$ cat src/rtl/rrf_alloc_ctrl_pkg.sv
// ----------------------------------------------------------------------------
// rrf_alloc_ctrl_pkg
//   Shared constants and types for the rename register file (RRF) allocation
//   controller: default entry count and tag width, the controller FSM state
//   encoding and a small helper that counts a pair of valid bits.
// ----------------------------------------------------------------------------
package rrf_alloc_ctrl_pkg;

    localparam int unsigned RrfNumDefault = 64;
    localparam int unsigned RrfSelDefault = 6;

    typedef enum logic [0:0] {
        StRun     = 1'b0,
        StRecover = 1'b1
    } rrf_state_e;

    // Number of asserted bits in a two-slot request/commit pair (0..2).
    function automatic logic [1:0] count2(input logic a, input logic b);
        return {1'b0, a} + {1'b0, b};
    endfunction

endpackage

$ cat src/rtl/rrf_alloc_ctrl.sv
// ----------------------------------------------------------------------------
// rrf_alloc_ctrl
//   Allocation controller for the rename register file. Hands out up to two
//   tags per cycle from a circular allocation pointer, frees entries on
//   in-order commit, stalls dispatch when entries run short and sequences
//   flush recovery (one-cycle rename-table clear pulse).
//
//   Ports:
//     clk, rst            clock, asynchronous active-high reset
//     i_dp_req_1/2        dispatch slot requests (slot 2 only with slot 1)
//     o_dp_ptr_1/2        tags offered to slots 1/2
//     o_dp_stall          requests present but not granted this cycle
//     i_com_vld_1/2       oldest / second-oldest entries commit
//     o_com_ptr           tag of the oldest in-flight entry
//     i_flush             squash all in-flight entries
//     o_rt_flush          one-cycle pulse clearing rename-table busy bits
//     o_free_cnt          number of free entries
//     o_empty             no entry in flight
//     o_err               sticky protocol error
//
//   Optional feature (macro RRF_ALLOC_PERF_CNT_EN):
//     o_stall_cycles[31:0] saturating count of cycles with o_dp_stall high
//     o_flush_cnt[15:0]    saturating count of accepted flushes
// ----------------------------------------------------------------------------
module rrf_alloc_ctrl
    import rrf_alloc_ctrl_pkg::*;
#(
    parameter int unsigned RrfNum = RrfNumDefault,
    parameter int unsigned RrfSel = RrfSelDefault
) (
    input  logic              clk,
    input  logic              rst,
    input  logic              i_dp_req_1,
    input  logic              i_dp_req_2,
    output logic [RrfSel-1:0] o_dp_ptr_1,
    output logic [RrfSel-1:0] o_dp_ptr_2,
    output logic              o_dp_stall,
    input  logic              i_com_vld_1,
    input  logic              i_com_vld_2,
    output logic [RrfSel-1:0] o_com_ptr,
    input  logic              i_flush,
    output logic              o_rt_flush,
    output logic [RrfSel:0]   o_free_cnt,
    output logic              o_empty,
`ifdef RRF_ALLOC_PERF_CNT_EN
    output logic [31:0]       o_stall_cycles,
    output logic [15:0]       o_flush_cnt,
`endif
    output logic              o_err
);

    localparam int unsigned CntW = RrfSel + 1;
    localparam logic [CntW-1:0] NumEnt = CntW'(RrfNum);

    // ------------------------------------------------------------------
    // State
    // ------------------------------------------------------------------
    logic [RrfSel-1:0] alloc_ptr_q, alloc_ptr_d;
    logic [RrfSel-1:0] com_ptr_q, com_ptr_d;
    logic [CntW-1:0]   free_cnt_q, free_cnt_d;
    rrf_state_e        state_q, state_d;
    logic              rt_flush_q, rt_flush_d;
    logic              err_q, err_d;

    // ------------------------------------------------------------------
    // Request / grant / commit decode
    // ------------------------------------------------------------------
    logic [1:0]      n_req;
    logic [1:0]      n_com;
    logic [1:0]      n_alloc;
    logic [CntW-1:0] in_flight;
    logic            granted;
    logic            over_com;
    logic            proto_err;
    logic            flush_take;

    assign n_req     = count2(i_dp_req_1, i_dp_req_2);
    assign n_com     = count2(i_com_vld_1, i_com_vld_2);
    assign in_flight = NumEnt - free_cnt_q;

    // Grant uses the registered free count only; same-cycle commits are
    // credited from the next cycle on.
    assign granted = (state_q == StRun) && !i_flush && (free_cnt_q >= CntW'(n_req));
    assign n_alloc = granted ? n_req : 2'd0;

    assign over_com  = CntW'(n_com) > in_flight;
    assign proto_err = over_com
                     | (i_dp_req_2 & ~i_dp_req_1)
                     | (i_com_vld_2 & ~i_com_vld_1);

    // A flush raised while already recovering does not re-pulse the clear.
    assign flush_take = i_flush && (state_q == StRun) && !over_com;

    // ------------------------------------------------------------------
    // Next-state logic
    // ------------------------------------------------------------------
    always_comb begin
        alloc_ptr_d = alloc_ptr_q;
        com_ptr_d   = com_ptr_q;
        free_cnt_d  = free_cnt_q;
        state_d     = state_q;
        rt_flush_d  = 1'b0;
        err_d       = err_q | proto_err;

        // An over-commit freezes pointers, count and FSM; only o_err moves.
        if (!over_com) begin
            com_ptr_d  = com_ptr_q + RrfSel'(n_com);
            rt_flush_d = flush_take;
            if (i_flush) begin
                // Everything younger than the committing entries is squashed.
                alloc_ptr_d = com_ptr_q + RrfSel'(n_com);
                free_cnt_d  = NumEnt;
                state_d     = StRecover;
            end else begin
                alloc_ptr_d = alloc_ptr_q + RrfSel'(n_alloc);
                free_cnt_d  = free_cnt_q - CntW'(n_alloc) + CntW'(n_com);
                state_d     = StRun;
            end
        end
    end

    // ------------------------------------------------------------------
    // Registers (pointers, count and FSM)
    // ------------------------------------------------------------------
    always_ff @(posedge clk or posedge rst) begin
        if (rst) begin
            alloc_ptr_q <= '0;
            com_ptr_q   <= '0;
            free_cnt_q  <= NumEnt;
            state_q     <= StRun;
            rt_flush_q  <= 1'b0;
            err_q       <= 1'b0;
        end else begin
            alloc_ptr_q <= alloc_ptr_d;
            com_ptr_q   <= com_ptr_d;
            free_cnt_q  <= free_cnt_d;
            state_q     <= state_d;
            rt_flush_q  <= rt_flush_d;
            err_q       <= err_d;
        end
    end

    // ------------------------------------------------------------------
    // Outputs
    // ------------------------------------------------------------------
    assign o_dp_ptr_1 = alloc_ptr_q;
    assign o_dp_ptr_2 = alloc_ptr_q + RrfSel'(1);
    assign o_com_ptr  = com_ptr_q;
    assign o_dp_stall = (n_req != 2'd0) && !granted;
    assign o_rt_flush = rt_flush_q;
    assign o_free_cnt = free_cnt_q;
    assign o_empty    = (free_cnt_q == NumEnt);
    assign o_err      = err_q;

`ifdef RRF_ALLOC_PERF_CNT_EN
    // ------------------------------------------------------------------
    // Saturating performance counters
    // ------------------------------------------------------------------
    logic [31:0] stall_cycles_q, stall_cycles_d;
    logic [15:0] flush_cnt_q, flush_cnt_d;

    always_comb begin
        stall_cycles_d = stall_cycles_q;
        flush_cnt_d    = flush_cnt_q;
        if (o_dp_stall && (stall_cycles_q != '1)) begin
            stall_cycles_d = stall_cycles_q + 32'd1;
        end
        if (flush_take && (flush_cnt_q != '1)) begin
            flush_cnt_d = flush_cnt_q + 16'd1;
        end
    end

    always_ff @(posedge clk or posedge rst) begin
        if (rst) begin
            stall_cycles_q <= '0;
            flush_cnt_q    <= '0;
        end else begin
            stall_cycles_q <= stall_cycles_d;
            flush_cnt_q    <= flush_cnt_d;
        end
    end

    assign o_stall_cycles = stall_cycles_q;
    assign o_flush_cnt    = flush_cnt_q;
`endif

endmodule

$ cat config.mk
export PLATFORM = sky130hd
export DESIGN_NAME = rrf_alloc_ctrl
export DESIGN_NICKNAME = d
export VERILOG_FILES = /design/src/rtl/rrf_alloc_ctrl_pkg.sv /design/src/rtl/rrf_alloc_ctrl.sv
export SDC_FILE = /design/constraint.sdc
export NUM_CORES = 1
export LEC_CHECK = 0
export BUFFER_PORTS_ARGS = -buffer_cell sky130_fd_sc_hd__buf_4
export CORE_MARGIN = 1
export CORE_UTILIZATION = 50
export CTS_CLUSTER_SIZE = 10
export DETAILED_ROUTE_END_ITERATION = 16
export PLACE_DENSITY = 0.69
export REMOVE_ABC_BUFFERS = 1
export SLEW_MARGIN = 20
export SYNTH_ARGS = -nofsm -noshare
export SYNTH_HDL_FRONTEND = slang
export SYNTH_SLANG_ARGS = --single-unit
$ cat constraint.sdc
create_clock -name clk -period 4.65 [get_ports clk]
set_clock_uncertainty 0.05 [all_clocks]
set_input_delay 0.93 -clock clk [delete_from_list [all_inputs] [get_ports clk]]
set_output_delay 0.93 -clock clk [all_outputs]
set_load 0.02 [all_outputs]
# Word-level counts from Yosys, hierarchy flattened
# Index checks and enable logic that the tools add are counted.
# W data, S select, Z words.
[totals] register_bits=22
[classes] eq_ne=1 add_sub_neg=8 mux=5 reduce_logical=9 n_lt_le_gt_ge=2 bitwise_logic=8
[ops] operator="$add A6 B2 Y6" n=2
[ops] operator="$add A7 B2 Y7" n=1
[ops] operator="$eq A7 B7 Y1 const B" n=1
[ops] operator="$ge A7 B2 Y1" n=1
[ops] operator="$gt A2 B7 Y1" n=1
[ops] operator="$mux W7" n=1
[ops] operator="$sub A7 B2 Y7" n=1
[ops] operator="$sub A7 B7 Y7 const A" n=1
[ops] operator="$add A6 B1 Y6 const B" n=1
[ops] operator="$mux W6" n=1
[ops] operator="$logic_and A1 B1 Y1" n=5
[ops] operator="$add A1 B1 Y2" n=2
[ops] operator="$logic_not A1 Y1" n=3
[ops] operator="$not A1 Y1" n=3
[ops] operator="$or A1 B1 Y1" n=3
[ops] operator="$and A1 B1 Y1" n=2
[ops] operator="$mux W1" n=2
[ops] operator="$mux W2" n=1
[ops] operator="$reduce_bool A2 Y1" n=1

# Longest topological paths before layout
# Gate-level depths: netlist of the first run.
[logic_depth] depth_word=7 depth_mapped=17 depth_no_buf=17

# Worst setup path before layout of the first run
# Ideal clock, no wire load.
[synth_path] kind="input port to flip-flop" start="input i_dp_req_1" end="register free_cnt_q[6] (netlist: o_free_cnt[6])" cell_stages=16 path_slack_ps=561 required_ps=4518 t_arrival_ps=3957 path_cell_list="ha_1 inv_1 ha_1 nor2b_1 o31ai_1 a21boi_0 o21a_1 and2_1 fa_1 inv_1 fa_1 a211o_1 a31oi_1 o21bai_1 xor2_1 a22oi_1"
[synth_between] elab_chain_len=7
[synth_rtl] element="start, declared" line="rrf_alloc_ctrl.sv:33" text="input logic i_dp_req_1,"
[synth_rtl] element="$add A1 B1 Y2 (*)" line="rrf_alloc_ctrl_pkg.sv:19" text="return {1'b0, a} + {1'b0, b};"
[synth_rtl] element="$ge A7 B2 Y1" line="rrf_alloc_ctrl.sv:83" text="assign granted = (state_q == StRun) && !i_flush && (free_cnt_q >= CntW'(n_req));"
[synth_rtl] element="$logic_and A1 B1 Y1" line="rrf_alloc_ctrl.sv:83"
[synth_rtl] element="$mux W2 (*)" line="rrf_alloc_ctrl.sv:84" text="assign n_alloc = granted ? n_req : 2'd0;"
[synth_rtl] element="$sub A7 B2 Y7 (*)" line="rrf_alloc_ctrl.sv:116" text="free_cnt_d = free_cnt_q - CntW'(n_alloc) + CntW'(n_com);"
[synth_rtl] element="$add A7 B2 Y7 (*)" line="rrf_alloc_ctrl.sv:116"
[synth_rtl] element="$mux W7 (*)" line="rrf_alloc_ctrl.sv:109" text="if (i_flush) begin"
[synth_rtl] element="end signal, assigned" line="rrf_alloc_ctrl.sv:129" text="free_cnt_q <= NumEnt;"
[synth_rtl] element="end signal, assigned" line="rrf_alloc_ctrl.sv:136" text="free_cnt_q <= free_cnt_d;"
[synth_rtl] element="end, declared" line="rrf_alloc_ctrl.sv:60" text="logic [CntW-1:0] free_cnt_q, free_cnt_d;"
# Mark *: on every way between the ends. The rest lies on a longest branch, timed or not.
# A chain may end at the register's enable or synchronous reset.

# Worst setup path in the final report of the first run
# Same ends and word-level chain as after synthesis.

==> reports/qor.txt, run 1 <==
Status: complete, no violations
Switching part of the total: 47.6%
Setup Buffers After CTS: 0
Slew Viols, Final: 0
Worst-margin pin slew: 872 ps
CTS Hold Buffers Added: 0
Largest net degree at the start of global routing: 36
Final wirelength: 3700 um
Non-Filler Instances: 286
Port Buffer Count: 35
Leak: 1.07 nW
Ys Warns: 0
Mapped Area: 0.00190 mm^2
Crit path required time: 4780 ps
Top cell type by total area after synthesis: dfrtp_1
Final Power: 0.00157 W
Layout cells sized above 1: 18.5%
Startpoint types: primary input
Rows: 22
Slowest cell on the critical path: fa_1
GRT overflow: 0
Worst slew margin: 41.8%
Initial antenna violation count: 0
Synth Flop Type: dfrtp_1
Async set-or-reset flop fraction in the synthesized netlist: 100%
Critical path class: in2reg
Cell-internal power: 0.000823 W
Placed insts: 282
Gpl congestion: 0.824
Sink Count: 22
Drt pass-1 iters: 4
Ports: 36
Die ar.: 0.00406 mm^2
DR vias/cell: 5.15
Final net count: 278
# DRC: 0
Fin crit period: 4160 ps
Flop pwr share: 25.8%
Dpl hpwl: 2840 um
Commonest non-fill, non-tap cell in the layout: buf_4
Clk buf depth: 2
Total CTS buffers: 3
Cells after Synth: 205
Final instance area: 0.00224 mm^2
Final setup violation count: 0
RSZ-0062 raised after global routing: false
Critical path, cell by cell: buf_4 -> ha_1 -> inv_1 -> ha_1 -> nor2b_1 -> o31ai_1 -> a21boi_0 -> o21a_1 -> and2_1 -> fa_1 -> inv_1 -> fa_1 -> a211o_1 -> a31oi_1 -> o21bai_1 -> xor2_1 -> a22oi_1
Number of diodes: 0
Type of destination of the critical path: flop
Period utilisation layout: 89.4%
Most frequent cells in the layout: buf_4, ha_1, inv_1
Worst-path fanout max: 4
Area Overhead vs Synth: 17.6%
Wire length per cell: 12.9 um
Hold Crit Class: reg2reg
Logic pwr share: 66.4%
Area of the core: 0.00366 mm^2
Crit path DAT: 4290 ps
Post-CTS sizing: 0
Synth cell types: 46
Post-synth EDFFs: 0
Placement Cell Area: 0.00219 mm^2
Final hold vios: 0
Post-route setup TNS: 0 ps
Sequential area share after synthesis: 29.0%
Vias: 1474
Pwr Density: 701 mW/mm^2
Top post-synthesis cells by area: dfrtp_1, ha_1, inv_1, xnor2_1, fa_1
Initial Util: 52.0%
Fill count: 337
Chip Height: 63.7 um
Syn_area_per_cell: 9.29 um^2
H-tree Lvls: 1
Max Fclk: 241 MHz
Tot GR Track Use: 20.6%
Die W: 63.7 um
Clock Latency Late Sink: 260 ps
Max VDD drop: 0.400 mV
CTS tree: built
Max Cap Viol: 0
CTS root buffer: clkbuf_8
CP max stage delay: 480 ps
Clock transition at path regs: 80 ps
Vias in the first global route: 1428
DR iter-0 viols: 69
Post-route ant nets: 0
Synth Register Bits: 22
Hold_ws: 408 ps
NetSw: 0.000747 W
First-pass GRT wire length: 6610 um
Clock power frac: 7.8%
Area share of the leading cell type in the synthesized netlist: 27.6%
-- state kept, by name, summed over array words and instances (netlist names) --
register	count
o_rt_flush	1
o_err	1
o_free_cnt	7
state_q	1
o_com_ptr	6
o_dp_ptr_1	6
-- Yosys cell counts (4+ instances only) --
cell type	number
fa_1	4
xnor2_1	11
nor2_1	13
inv_1	26
dfrtp_1	21
o31ai_1	6
a21oi_1	8
ha_1	28
o21ai_0	8
nand2b_1	5
xor2_1	8
nand2_1	14
-- layer usage --
metal	part of all wire [%]	global-route usage [%]	wire length (um)
met3	4.6	2.54	172
met2	45	32.6	1660
met5	0	0	0
met1	50	30.1	1860
met4	0	3.41	0
-- logic make-up after synthesis --
family	share of synthesized area, %
AND/OR/NAND/NOR	15.9
adder cells (fa/ha/maj)	22.6
buffers and inverters	7.23
multiplexers	2.76
AO/OA/AOI/OAI	13.8
XOR/XNOR	8.74
flip-flops	29.0
-- critical path, delay by kind of cell --
family                   cells  cell delay [ps]
adder cells (fa/ha/maj)      4             1400
AND/OR/NAND/NOR              2              320
buffers and inverters        3              240
XOR/XNOR                     1              140
AO/OA/AOI/OAI                7             1250
-- cell type report --
class | instances | area (um^2) | share of cell area, %
well taps | 48 | 60.1 | 2.68
clock buffers | 4 | 45.0 | 2.01
flip-flops and latches | 22 | 552 | 24.6
inverters | 26 | 97.6 | 4.36
multi-input cells | 150 | 1210 | 54.2
repair buffers | 36 | 270 | 12.1
-- path summary, 6_finish.rpt --
path	slack, ps	to	from	cells past startpoint
worst min-delay path	410	o_rt_flush	state_q	1
max in group asynchronous	3210	o_free_cnt[1]	rst	2
min in group asynchronous	800	o_free_cnt[3]	rst	2
worst max-delay path	490	o_free_cnt[6]	i_dp_req_1	17
worst max register to register	970	o_free_cnt[6]	o_free_cnt[1]	14
worst min register to register	410	o_rt_flush	state_q	1
-- through the flow --
step / setup slack, ps / utilization (%)
4_1_cts: 479 / 61.2
3_3_place_gp: 317 / 59.9
3_5_place_dp: 219 / 59.9
6_report: 492 / 61.2
5_1_grt: 270 / 61.2
2_1_floorplan: 560 / -
-- power groups by stage --
stage	Clock (W)	Combinational (W)	Sequential [W]
floorplan	0	0.000650	0.000477
global placement	0	0.00104	0.000408
detailed placement	0	0.00105	0.000407
CTS	0.000128	0.00105	0.000406
global route	0.000136	0.00117	0.000425
finish	0.000122	0.00104	0.000405
Power figures use the tool's default switching activity.
==> inputs of run 2 (changes only) <==
Settings changed: CORE_ASPECT_RATIO from default to 0.8, CTS_CLUSTER_DIAMETER from default to 40.
==> run 2 against run 1 <==
Hold slack better by 20 ps. Largest cell class unchanged. Critical path type unchanged. The run now ends with design-rule violations left. Flip-flop and latch count unchanged. Clock power rose by 19%. First-iteration DRC count increased by 4.3%. Non-clock buffer count unchanged. Sequential share of layout area about the same. Utilization increased by 2.1 points. Highest routed layer is now met4.
==> reports/qor.txt, run 2 (synthesized netlist as in run 1, its figures left out) <==
Slew Viols, Final: 0 (unchanged)
Critical path class: in2reg
Ports: 36 (unchanged)
CTS root buffer: clkbuf_8
Worst Path Buf+Inv: 3 (unchanged)
Post-route setup TNS: 0 ps (unchanged)
Commonest non-fill, non-tap cell in the layout: buf_4
CP max stage delay: 480 ps (about the same)
Status: finished with violations
Crit path DAT: 4320 ps (+30 ps)
Clock Latency Late Sink: 270 ps (about the same)
Failing checks: design-rule violations
Last element of the critical path: o_free_cnt[6]
Fill count: 307 (-8.9%)
Clock transition at path regs: 90 ps (about the same)
Hold Crit Class: reg2reg
CTS Hold Buffers Added: 0 (unchanged)
Post-route ant nets: 0 (unchanged)
DR iter-0 viols: 72 (+4.3%)
DR vias/cell: 5.64 (+9.3%)
Port Buffer Count: 35 (unchanged)
Drt pass-1 iters: 10 (+6)
Die W: 71 um (+11%)
GRT overflow: 0 (unchanged)
Critical R2R Launch: o_free_cnt[1]
Startpoint types: primary input
Period utilisation layout: 89.7% (+0.33 points)
Critical path, cell by cell: buf_4 -> ha_1 -> inv_1 -> ha_1 -> nor2b_1 -> o31ai_1 -> a21boi_0 -> o21a_1 -> and2_1 -> fa_1 -> inv_1 -> fa_1 -> a211o_1 -> a31oi_1 -> o21bai_1 -> xor2_1 -> a22oi_1
CTS tree: built
Setup Buffers After CTS: 0 (unchanged)
NetSw: 0.000798 W (+6.9%)
Chip Height: 57.2 um (-10%)
Wire length per cell: 15.7 um (+22%)
Max FFs per register: 7 (unchanged)
Clk buf depth: 2 (unchanged)
Worst Setup SP: i_dp_req_1
Final net count: 278 (unchanged)
Logic pwr share: 66.1% (-0.3 points)
Crit path depth: 17 (unchanged)
CP delay by family, top: adder cells
Initial Util: 53.8% (+1.7 points)
Flop pwr share: 25.1% (-0.7 points)
Pwr Density: 731 mW/mm^2 (+4.3%)
Final hold vios: 0 (unchanged)
Final wirelength: 4400 um (+19%)
Tot GR Track Use: 24.0% (+3.4 points)
Cell-internal power: 0.000840 W (+2.2%)
Worst-path fanout max: 4 (unchanged)
Post-CTS sizing: 0 (unchanged)
Final instance area: 0.00224 mm^2 (+0.11%)
Area of the core: 0.00354 mm^2 (-3.2%)
Gpl congestion: 0.900 (+9.3%)
R2R depth: 14 (unchanged)
Slowest cell on the critical path: fa_1
Max Fclk: 240 MHz (-0.36%)
Clock power frac: 8.9% (+1.1 points)
Initial antenna violation count: 0 (unchanged)
Layout cells sized above 1: 18.9% (+0.42 points)
Final setup violation count: 0 (unchanged)
Number of diodes: 0 (unchanged)
Max VDD drop: 0.341 mV (-15%)
Switching part of the total: 48.7% (+1.1 points)
FF-to-FF End: o_free_cnt[6]
H-tree Lvls: 1 (unchanged)
First-pass GRT wire length: 7550 um (+14%)
Type of destination of the critical path: flop
Worst slew margin: 40.6% (-1.2 points)
Crit path required time: 4790 ps (about the same)
Worst-margin pin slew: 890 ps (+17.6 ps)
Largest net degree at the start of global routing: 36 (unchanged)
Most frequent cells in the layout: buf_4, ha_1, inv_1
Setup slack, reg-to-reg: 940 ps (-30 ps)
Area Overhead vs Synth: 17.7%
Die ar.: 0.00406 mm^2 (about the same)
Placement Cell Area: 0.00219 mm^2 (-0.34%)
# DRC: 2 (+2)
Final Power: 0.00164 W (+4.4%)
Sink Count: 22 (unchanged)
Storage element area: 552 um^2 (unchanged)
Leak: 1.08 nW (+0.56%)
Multi-input logic area: 0.00121 mm^2 (unchanged)
Dpl hpwl: 3320 um (+17%)
Rows: 19 (-14%)
Vias: 1578 (+7.1%)
Max Cap Viol: 0 (unchanged)
Total CTS buffers: 3 (unchanged)
Fin crit period: 4170 ps (+15.2 ps)
Hold_ws: 428 ps (+20.4 ps)
Vias in the first global route: 1618 (+13%)
RSZ-0062 raised after global routing: false
## run 2: stage by stage
stage / utilization [%] / setup slack [ps] / cells
2_1_floorplan: - / 560 / 198
3_3_place_gp: 61.7 / 308 / 276
3_5_place_dp: 61.7 / 215 / 276
4_1_cts: 63.3 / 482 / 280
5_1_grt: 63.3 / 242 / 280
6_report: 63.3 / 477 / 280
## run 2: metal layers
| metal | routed length [um] | share of wire [%] | global-route usage [%] | vias up |
|---|---|---|---|---|
| met4 | 39 | 0.89 | 5.71 | 0 |
| li1 | - | - | - | 762 |
| met1 | 2030 | 46 | 31.9 | 766 |
| met2 | 2100 | 48 | 40.8 | 46 |
| met3 | 232 | 5.3 | 4.59 | 4 |
| met5 | 0 | 0 | 0 | - |
## run 2: how the worst min path moves through the flow
stage | cells past startpoint | startpoint | end | slack (ps)
global placement | 1 | state_q | o_rt_flush | 400
floorplan | 1 | state_q | o_rt_flush | 380
global route | 1 | state_q | o_rt_flush | 440
detailed placement | 1 | o_err | o_err | 410
finish | 1 | state_q | o_rt_flush | 430
CTS | 1 | state_q | o_rt_flush | 430
## run 2: cell type report
cell class / instances / area share [%]
inverter: 26 / 4.35
clock buffer: 4 / 2.46
timing repair buffer: 36 / 12.1
tap: 42 / 2.34
multi-input combinational: 150 / 54.2
sequential: 22 / 24.6
## run 2: power by group through the flow
stage          Clock (W)  Sequential [W]  Combinational, W
5_1_grt         0.000155        0.000427           0.00119
3_3_place_gp           0        0.000407           0.00104
4_1_cts         0.000147        0.000409           0.00108
3_5_place_dp           0        0.000412           0.00108
2_1_floorplan          0        0.000477          0.000650
6_report        0.000145        0.000411           0.00108
==> inputs of run 3 (changes only) <==
Settings changed: ABC_AREA from default to 1, PLACE_DENSITY 0.69 to 0.68.
==> run 3 against run 2 <==
The flow now finishes without violations. Synthesized area rose by 15%. Die area rose by 15%. Flip-flop and latch count did not move. Final cell count rose by 35%. Utilization fell by 3.4 points. Sequential power fell by 2%. Clock power barely moved. Power rose by 14%. Highest routed layer unchanged. Routed wire length rose by 13%. Critical path depth rose by 2. Via count rose by 21%. Maximum frequency rose by 17%.
==> reports/qor.txt, run 3 <==
Worst-path fanout max: 3 (-1)
Async set-or-reset flop fraction in the synthesized netlist: 100% (unchanged)
Area of the core: 0.00420 mm^2 (+19%)
Type of destination of the critical path: flop
Sink Count: 22 (unchanged)
Final hold vios: 0 (unchanged)
CTS root buffer: clkbuf_8
CTS Hold Buffers Added: 0 (unchanged)
Layout cells sized above 1: 21.5% (+2.6 points)
Pwr Density: 739 mW/mm^2 (+1.1%)
Status: complete, no violations
Ys Warns: 0 (unchanged)
Chip Height: 61.3 um (+7.1%)
Drt pass-1 iters: 4 (-6)
Area Overhead vs Synth: 14.8%
Worst slew margin: 37.4% (-3.3 points)
Critical R2R Launch: o_free_cnt[4]
Number of diodes: 0 (unchanged)
Final Power: 0.00186 W (+14%)
Logic pwr share: 70.7% (+4.6 points)
Startpoint types: primary input
Vias in the first global route: 1682 (+4.0%)
Initial antenna violation count: 0 (unchanged)
# DRC: 0 (-2)
Hold depth: 2 (+1)
Wire length on met2: 2120 um (+0.91%)
Area share of the leading cell type in the synthesized netlist: 23.9% (-3.7 points)
Slew Viols, Final: 0 (unchanged)
Fin crit period: 3580 ps (-596 ps)
Setup Buffers After CTS: 0 (unchanged)
Top cell type by total area after synthesis: dfrtp_1
Hold endpoint: o_err
Clock power frac: 7.7% (-1.2 points)
DR WL met3: 276 um (+19%)
Crit path DAT: 3740 ps (-580 ps)
Critical path class: in2reg
Initial Util: 52.2% (-1.5 points)
Worst-margin pin slew: 936 ps (+46.4 ps)
Synth Flop Type: dfrtp_1
Post-CTS sizing: 0 (unchanged)
DR iter-0 viols: 132 (+83%)
Final net count: 361 (+30%)
Max Used Layer: met4
Cell-internal power: 0.000869 W (+3.4%)
Rows: 21 (+2)
Vias: 1912 (+21%)
CP max stage delay: 470 ps (about the same)
Synth cell types: 29 (-37%)
Setup slack, reg-to-reg: 1510 ps (+570 ps)
Post-route ant nets: 0 (unchanged)
Cells after Synth: 291 (+42%)
Top post-synthesis cells by area: dfrtp_1, ha_1, nand2_1, nand3_1, inv_1
Most frequent cell after synthesis: nand2_1
Commonest non-fill, non-tap cell in the layout: nand2_1
Die ar.: 0.00466 mm^2 (+15%)
Worst Setup SP: i_dp_req_1
Die W: 76.1 um (+7.2%)
Crit path required time: 4810 ps (+20 ps)
Max FFs per register: 7 (unchanged)
R2R depth: 17 (+3)
DR vias/cell: 5.06 (-10%)
First-pass GRT wire length: 8180 um (+8.4%)
Leak: 1.36 nW (+26%)
GRT overflow: 0 (unchanged)
DRT met1 WL: 2550 um (+26%)
Flop pwr share: 21.6% (-3.5 points)
Final wirelength: 4980 um (+13%)
Most frequent cells in the layout: nand2_1, inv_1, nand3_1
Switching part of the total: 53.4% (+4.7 points)
Max VDD drop: 0.395 mV (+16%)
Final setup violation count: 0 (unchanged)
Mapped Area: 0.00220 mm^2 (+15%)
Clk buf depth: 2 (unchanged)
Post-synth EDFFs: 0 (unchanged)
Ports: 36 (unchanged)
Wire length per cell: 13.2 um (-16%)
FF-to-FF End: o_free_cnt[3]
Sequential area share after synthesis: 25.1% (-3.8 points)
CTS tree: built
NetSw: 0.000994 W (+25%)
Syn_area_per_cell: 7.55 um^2 (-19%)
Total CTS buffers: 3 (unchanged)
Largest net degree at the start of global routing: 32 (-11%)
Synth top cells by count: nand2_1, inv_1, nand3_1
Max Cap Viol: 0 (unchanged)
Period utilisation layout: 76.9% (-13 points)
Synth Register Bits: 22 (unchanged)
Worst hold start: o_err
Dpl hpwl: 3790 um (+14%)
Critical path, cell by cell: buf_4 -> inv_1 -> ha_1 -> ha_1 -> nand2_1 -> nor2_1 -> nand3_1 -> nand3_1 -> nand3_1 -> nor2_1 -> fa_1 -> inv_1 -> ha_1 -> nand2_1 -> inv_1 -> a21oi_1 -> xor2_1 -> nand3_2 -> nand2_1
Gpl congestion: 0.815 (-9.5%)
Port Buffer Count: 35 (unchanged)
RSZ-0062 raised after global routing: false
Clock Latency Late Sink: 270 ps (about the same)
H-tree Lvls: 1 (unchanged)
Post-route setup TNS: 0 ps (unchanged)
Hold Crit Class: reg2reg
Tot GR Track Use: 23.0% (-0.99 points)
Clock transition at path regs: 80 ps (about the same)
Max Fclk: 280 MHz (+17%)
Slowest cell on the critical path: fa_1
run 3: cell count changes in the layout (fill, tap and decap cells not counted), sizes merged, moves of 4 or more:
cell	change
nand2	+57
nand3	+41
inv	+22
xnor2	-9
nor2	+8
o21ai	+7
nand4	+6
o31ai	-6
nand2b	-5
a21oi	-4
run 3: how the worst max path moves through the flow:
stage / to
2_1_floorplan: o_free_cnt[3]
3_3_place_gp: o_free_cnt[3]
3_5_place_dp: o_free_cnt[3]
4_1_cts: o_free_cnt[3]
5_1_grt: o_free_cnt[3]
6_report: o_free_cnt[3]
run 3: through the flow:
stage	hold slack, ps	worst slack, ps	instances	util [%]	cell area, um^2
detailed placement	414	809	374	58.6	2460
finish	430	1070	378	59.9	2520
floorplan	465	1150	282	-	2130
CTS	435	1080	378	59.9	2520
global placement	411	892	374	58.6	2460
global route	481	882	378	59.9	2520
run 3: cell type report:
cell class,count,area [um^2]
Sequential cell,22,552
Multi-Input combinational cell,212,1400
Inverter,48,180
Fill cell,414,1680
Timing Repair Buffer,35,263
Tap cell,57,71.3
Clock buffer,4,55.1
run 3: layer usage:
layer | up-vias | global-route usage, %
met4 | 0 | 4.95
met1 | 873 | 33.2
met5 | - | 0
met2 | 46 | 36.2
li1 | 988 | -
met3 | 5 | 4.44
run 3: power by group through the flow:
stage,sequential (W),combinational [W],clock [W]
2_1_floorplan,0.000467,0.000870,0
6_report,0.000403,0.00132,0.000143
3_5_place_dp,0.000406,0.00131,0
4_1_cts,0.000402,0.00132,0.000149
3_3_place_gp,0.000404,0.00129,0
5_1_grt,0.000420,0.00149,0.000156
run 3: kinds of logic (layout without fill, tap and decap cells):
family | after synthesis | count (layout) | synth area share, %
adders and majority gates | 32 | 32 | 19.6
buffers and inverters | 57 | 87 | 11.2
and+or+nand+nor | 146 | 146 | 32.5
xor gates and xnor gates | 12 | 12 | 4.79
DFF | 22 | 22 | 25.1
AOI/OAI and AO/OA | 22 | 22 | 6.84
run 3: critical path, delay by kind of cell:
kind | cells | cell delay [ps]
AO/OA/AOI/OAI | 1 | 140
buffers and inverters | 4 | 310
XOR/XNOR | 1 | 190
adder cells (fa/ha/maj) | 4 | 1300
AND/OR/NAND/NOR | 9 | 850
